### config.mk
export PLATFORM = sky130hd
export DESIGN_NAME = uart_tx_arbiter
export DESIGN_NICKNAME = d
export VERILOG_FILES = /design/src/rtl/uart_tx_arbiter_pkg.sv /design/src/rtl/uart_tx_arbiter_rr.sv /design/src/rtl/uart_tx_arbiter.sv
export SDC_FILE = /design/constraint.sdc
export NUM_CORES = 1
export LEC_CHECK = 0
export CELL_PAD_IN_SITES_DETAIL_PLACEMENT = 1
export CELL_PAD_IN_SITES_GLOBAL_PLACEMENT = 1
export CORE_UTILIZATION = 30
export CTS_CLUSTER_SIZE = 8
export DETAILED_ROUTE_END_ITERATION = 6
export DONT_BUFFER_PORTS = 1
export PLACE_DENSITY_LB_ADDON = 0.12
export SYNTH_ARGS = -nofsm -noshare
export SYNTH_HDL_FRONTEND = slang
export SYNTH_SLANG_ARGS = --single-unit
export TNS_END_PERCENT = 5
### constraint.sdc
create_clock -name clk -period 3.73 [get_ports clk]
set_clock_uncertainty 0.1 [all_clocks]
set_input_delay 0.746 -clock clk [delete_from_list [all_inputs] [get_ports clk]]
set_output_delay 0.746 -clock clk [all_outputs]
set_load 0.02 [all_outputs]
### src/rtl/uart_tx_arbiter_pkg.sv
// Shared types and helpers for the UART transmit arbiter: FSM encoding,
// word geometry and a constant-evaluable ceiling log2.
package uart_tx_arbiter_pkg;

   typedef enum logic [2:0] {
      ST_INIT     = 3'd0,
      ST_IDLE     = 3'd1,
      ST_SEND     = 3'd2,
      ST_WAIT_END = 3'd3,
      ST_CLEAR    = 3'd4,
      ST_DONE     = 3'd5
   } state_e;

   localparam int BYTES_PER_WORD = 4;

   function automatic int ceil_log2(input int value);
      int r;
      r = 0;
      for (int i = 0; i < 31; i++) begin
         if ((1 << i) < value) r = i + 1;
      end
      return r;
   endfunction

endpackage

### src/rtl/uart_tx_arbiter_rr.sv
// Combinational round-robin pick: search starts one past rr_ptr and wraps,
// so the requester served last has the lowest priority.
module rr_arbiter_n #(
   parameter int NREQ = 2
) (
   input  logic            en,
   input  logic [NREQ-1:0] req,
   input  logic [2:0]      rr_ptr,
   output logic [NREQ-1:0] win_oh,
   output logic [2:0]      win_idx
);

   int   cand;
   logic found;

   always_comb begin
      win_oh  = '0;
      win_idx = '0;
      cand    = 0;
      found   = 1'b0;
      if (en) begin
         for (int k = 1; k <= NREQ; k++) begin
            cand = (int'(rr_ptr) + k) % NREQ;
            if (!found && req[cand]) begin
               found        = 1'b1;
               win_oh[cand] = 1'b1;
               win_idx      = 3'(cand);
            end
         end
      end
   end

endmodule

### src/rtl/uart_tx_arbiter.sv
// Shares one UART transmitter among NREQ requesters; the granted 32-bit word
// goes out LSB byte first, with a per-byte watchdog and a sticky timeout flag.
module uart_tx_arbiter
   import uart_tx_arbiter_pkg::*;
#(
   parameter int NREQ        = 2,
   parameter int CLK_FREQ    = 50000000,
   parameter int BAUDRATE    = 9600,
   parameter int TIMEOUT_CYC = 12 * (CLK_FREQ / BAUDRATE)
) (
   input  logic                 clk,
   input  logic                 reset,
   input  logic [NREQ-1:0]      req,
   input  logic [32*NREQ-1:0]   req_data,
   input  logic [2*NREQ-1:0]    req_len,
   output logic [NREQ-1:0]      ack,
   output logic                 busy,
   output logic [2:0]           grant_id,
   output logic                 timeout_err,
   output logic                 uart_transmit,
   output logic [7:0]           uart_data,
   output logic                 uart_clr_tx_n,
   input  logic                 uart_end_tx
);

   localparam int WORD_W = 8 * BYTES_PER_WORD;
   localparam int IDX_W  = $clog2(BYTES_PER_WORD);
   localparam int WDOG_W = ceil_log2(TIMEOUT_CYC) + 1;
   localparam logic [WDOG_W-1:0] WDOG_LAST = WDOG_W'(TIMEOUT_CYC - 1);

   state_e              state_q, state_d;
   logic [WORD_W-1:0]   word_q, word_d;
   logic [IDX_W-1:0]    len_q, len_d;
   logic [IDX_W-1:0]    byte_idx_q, byte_idx_d;
   logic [IDX_W-1:0]    nxt_idx;
   logic [WDOG_W-1:0]   wdog_q, wdog_d;
   logic                abort_q, abort_d;
   logic [2:0]          grant_q, grant_d;
   logic [2:0]          rr_q, rr_d;
   logic                terr_q, terr_d;
   logic                xmit_q, xmit_d;
   logic [7:0]          data_q, data_d;
   logic                clr_n_q, clr_n_d;

   logic                arb_en;
   logic [NREQ-1:0]     win_oh;
   logic [2:0]          win_idx;
   logic [WORD_W-1:0]   sel_word;
   logic [IDX_W-1:0]    sel_len;

   rr_arbiter_n #(.NREQ(NREQ)) u_arb (
      .en      (arb_en),
      .req     (req),
      .rr_ptr  (rr_q),
      .win_oh  (win_oh),
      .win_idx (win_idx)
   );

   always_comb begin
      sel_word = '0;
      sel_len  = '0;
      for (int i = 0; i < NREQ; i++) begin
         sel_word |= {WORD_W{win_oh[i]}} & req_data[32*i +: 32];
         sel_len  |= {IDX_W{win_oh[i]}} & req_len[2*i +: 2];
      end
   end

   assign nxt_idx = byte_idx_q + IDX_W'(1);

   always_comb begin
      state_d    = state_q;
      word_d     = word_q;
      len_d      = len_q;
      byte_idx_d = byte_idx_q;
      wdog_d     = wdog_q;
      abort_d    = abort_q;
      grant_d    = grant_q;
      rr_d       = rr_q;
      terr_d     = terr_q;
      data_d     = data_q;
      arb_en     = 1'b0;
      unique case (state_q)
         ST_INIT: state_d = ST_IDLE;
         ST_IDLE: begin
            arb_en = 1'b1;
            if (|req) begin
               word_d     = sel_word;
               len_d      = sel_len;
               grant_d    = win_idx;
               byte_idx_d = '0;
               data_d     = sel_word[7:0];
               state_d    = ST_SEND;
            end
         end
         ST_SEND: begin
            wdog_d  = '0;
            state_d = ST_WAIT_END;
         end
         ST_WAIT_END: begin
            if (uart_end_tx) begin
               state_d = ST_CLEAR;
            end else if (wdog_q == WDOG_LAST) begin
               terr_d  = 1'b1;
               abort_d = 1'b1;
               state_d = ST_CLEAR;
            end else if (wdog_q != '1) begin
               wdog_d = wdog_q + WDOG_W'(1);
            end
         end
         ST_CLEAR: begin
            if (abort_q || byte_idx_q == len_q) begin
               state_d = ST_DONE;
            end else begin
               byte_idx_d = nxt_idx;
               data_d     = word_q[{nxt_idx, 3'b000} +: 8];
               state_d    = ST_SEND;
            end
         end
         ST_DONE: begin
            rr_d    = grant_q;
            abort_d = 1'b0;
            state_d = ST_IDLE;
         end
         default: state_d = ST_INIT;
      endcase
      // Strobe registered off the next state so it is high exactly while in SEND;
      // the flag clear lands the cycle after INIT/CLEAR, keeping reset value high.
      xmit_d  = (state_d == ST_SEND);
      clr_n_d = !(state_q == ST_INIT || state_q == ST_CLEAR);
   end

   always_ff @(posedge clk) begin
      if (reset) begin
         state_q    <= ST_INIT;
         word_q     <= '0;
         len_q      <= '0;
         byte_idx_q <= '0;
         wdog_q     <= '0;
         abort_q    <= 1'b0;
         grant_q    <= '0;
         rr_q       <= 3'(NREQ - 1);
         terr_q     <= 1'b0;
         xmit_q     <= 1'b0;
         data_q     <= '0;
         clr_n_q    <= 1'b1;
      end else begin
         state_q    <= state_d;
         word_q     <= word_d;
         len_q      <= len_d;
         byte_idx_q <= byte_idx_d;
         wdog_q     <= wdog_d;
         abort_q    <= abort_d;
         grant_q    <= grant_d;
         rr_q       <= rr_d;
         terr_q     <= terr_d;
         xmit_q     <= xmit_d;
         data_q     <= data_d;
         clr_n_q    <= clr_n_d;
      end
   end

   always_comb begin
      ack = '0;
      for (int i = 0; i < NREQ; i++) begin
         if (state_q == ST_DONE && grant_q == 3'(i)) ack[i] = 1'b1;
      end
   end

   assign busy          = (state_q != ST_IDLE);
   assign grant_id      = grant_q;
   assign timeout_err   = terr_q;
   assign uart_transmit = xmit_q;
   assign uart_data     = data_q;
   assign uart_clr_tx_n = clr_n_q;

endmodule

==> impl_metrics.csv <==
group,metric,value,unit
setup_path,cp-start-kind,"flop",
synth,synth-edff-count,0,
setup_path,r2r-start,"wdog_q[6]",
status,status,"finished, final reports clean",
timing,fin_crit,2.655,ns
worst_hold_path,timing.hold.worst.start,"reset",
floorplanning,ios,90,
routing,drt_first_pass_iters,6,
global_routing,grt_pass1_wl,14.78,mm
setup_path,cp_slowest_stage_delay,0.49,ns
floorplanning,core_area,0.01037,sq mm
routing,drtAntennaViolNets,0,
power,p_comb_share,12.2,%
timing,drv_slew,0,
clock_tree,clkSinkCount,70,
power,clkPwrFrac,37.2,%
floorplanning,start_util,31.18,%
clock_tree,ctsResizeCount,0,
timing,fin_crit_sh,71.18,%
clock_tree,numCtsBuffers,9,
timing,rsz0062_at_grt,"false",
synth,ys_types,50,
routing,drc_errors,0,
floorplanning,die_w,105.8,um
routing,drt-initial-drc-count,290,
routing,wl_per_cell,19.83,um
clock_tree,root_buffer,"clkbuf_8",
setup_path,path_cells,"nand3_1 -> or3_1 -> nor3_1 -> ha_1 -> o21ai_0 -> nand2_1 -> a21oi_2 -> a311oi_2 -> a41o_1",
global_routing,grt_pass1_vias,2625,
power,power.density,485.1,mW/mm^2
synth,synth-async-reset-ratio,0,%
layout,utilization,33.45,%
layout,drive_above_1_share,10.40,%
power,switchingPower,0.4884,mW
global_routing,antenna_found_initial,0,
floorplanning,num_rows,37,
setup_path,worstSetupEndpointType,"flop",
timing,setup_viol,0,
layout,area_growth,7.276,%
synth,synth_ff_type,"dfxtp_1",
floorplanning,die_area,0.01120,sq mm
routing,vias_per_cell,5.769,
clock_tree,cts_max_path_buffers,2,
synth,ys_ff_latch,70,
setup_path,path_class,"reg -> reg",
worst_hold_path,hp-class,"in -> reg",
setup_path,crit_required,3.93,ns
power,ir_drop,0.1816,mV
setup_path,startpoint,"wdog_q[6]",
floorplanning,die_h,105.8,um
power,power_leakage,1.141,nW
clock_tree,htreeDepth,3,
synth,ys_seq_area_share,43.34,%
timing,fmax,0.3766,GHz
clock_tree,holdBufCountCts,0,
timing,slew_headroom,51.61,%
global_routing,grt_start_max_net_pins,55,
synth,synth_area,0.003233,sq mm
global_routing,grtUsageTotal,17.23,%
routing,wl,9.183,mm
place,io_buffers,0,
synth,synth_area_per_cell,9.537,sq um
routing,vias,2671,
clock_tree,clk_pin_slew,0.09,ns
layout,antennaDiodeCount,0,
synth,syn_inst,339,
run,max_cap_violations,0,
synth,ys_warn_count,0,
place,gp_congestion,0.7846,
clock_tree,cts_tree,"yes",
place,dp_hpwl,6.401,mm
timing,hold_viol,0,
timing,worst_slew_pin_slew,0.7216,ns
timing,tns,0,ns
clock_tree,insertion_delay,0.35,ns
clock_tree,cts_setup_buffers,0,
power,switching_share,29.03,%
power,internal-power,1.194,mW
setup_path,cp_data_arrival_time,2.86,ns
layout,final_nets,397,
setup_path,path_max_fanout,7,
setup_path,crit_slowest_cell,"or3_1",
power,seq_power_share,50.7,%
global_routing,grt_overflow,0,
==> worst max-delay path: cells and delay by family, from the launching register on <==
kind / cells / cell delay [ns]
simple gates: 4 / 1.21
compound gates: 4 / 0.71
flops: 1 / 0.41
fa+ha+maj: 1 / 0.19
==> cell usage in the layout (no fill, tap or decap), drive strengths merged, types with 8 or more instances in the layout <==
cell    count
a211oi     10
xnor2      13
mux4        8
inv         8
nor2       71
a222oi     41
dfxtp      70
a21oi      12
clkbuf     10
==> power by group through the flow <==
stage	combinational [mW]	sequential, mW	clock, mW
2_1_floorplan	0.192	0.849	0
3_3_place_gp	0.205	0.868	0
3_5_place_dp	0.208	0.870	0
4_1_cts	0.208	0.852	0.654
5_1_grt	0.232	0.861	0.688
6_report	0.205	0.852	0.625
==> stage by stage <==
step / worst slack (ns) / std cells / total power, mW / area [sq um] / hold WS [ns]
floorplan: 1.416 / 340 / 1.042 / 3237 / 0.3449
global placement: 1.250 / 447 / 1.073 / 3273 / 0.3707
detailed placement: 1.085 / 447 / 1.077 / 3273 / 0.3704
CTS: 1.070 / 463 / 1.714 / 3468 / 0.3394
global route: 0.7963 / 463 / 1.782 / 3468 / 0.3333
finish: 1.075 / 463 / 1.683 / 3468 / 0.3622
==> worst paths after layout <==
path	to	slack [ns]	cells past startpoint
min reg2reg	abort_q	0.39	2
max	wdog_q[9]	1.07	9
min	wdog_q[16]	0.36	1
max reg2reg	wdog_q[9]	1.07	9
==> routing by layer <==
metal	vias to the layer above	GRT usage, %	wire [um]
li1	1265	-	-
met3	11	3.463	575
met5	-	0	0
met2	80	23.30	3795
met4	0	7.242	140
met1	1315	26.04	4672
==> registers in the layout, indices dropped and copies added (netlist names) <==
signal         flops
rr_q               1
uart_clr_tx_n      1
byte_idx_q         2
wdog_q            17
uart_data          8
abort_q            1
word_q            32
timeout_err        1
grant_id           1
len_q              2
state_q            3
uart_transmit      1
==> logic make-up (layout without fill, tap and decap cells) <==
logic type,after synthesis,after routing,share of synthesized area [%]
compound gates,80,80,21.28
buf+inv,39,26,5.843
other cells,1,2,0.1160
fa+ha+maj,2,2,0.7739
simple gates,122,122,18.34
flops,70,70,43.34
mux,11,11,6.501
xor+xnor,14,14,3.793
==> cells in the mapped netlist, drive strengths merged, types with 2 or more instances <==
| master | n | area, sq um |
|---|---|---|
| nor2 | 71 | 266.5 |
| dfxtp | 70 | 1401 |
| a222oi | 41 | 410.4 |
| clkbuf | 22 | 82.58 |
| xnor2 | 13 | 113.9 |
| a21oi | 12 | 63.81 |
| buf | 11 | 83.82 |
| a211oi | 10 | 75.07 |
| mux4 | 8 | 180.2 |
| nand3 | 7 | 35.03 |
| nor3 | 7 | 35.03 |
| inv | 6 | 22.52 |
| nand2 | 6 | 22.52 |
| o21ai | 5 | 25.02 |
| and3 | 4 | 25.02 |
| nand4 | 4 | 25.02 |
| nor4 | 4 | 40.04 |
| mux2i | 3 | 30.03 |
| or3 | 3 | 18.77 |
| a21boi | 2 | 15.01 |
| a21o | 2 | 15.01 |
| and2 | 2 | 12.52 |
| ha | 2 | 25.02 |
| nand2b | 2 | 12.51 |
| nand4b | 2 | 17.52 |
| nor2b | 2 | 12.51 |
| or2 | 2 | 12.52 |
==> cell type report <==
class | count | area (sq um)
repair buffers | 4 | 30.03
clock buffers | 10 | 127.6
flip-flops and latches | 70 | 1401
multi-input cells | 231 | 1649
clock inverters | 6 | 67.56
fillers | 1208 | 6902
inverters | 6 | 22.52
well taps | 136 | 170.2
Power figures use the tool's default switching activity.
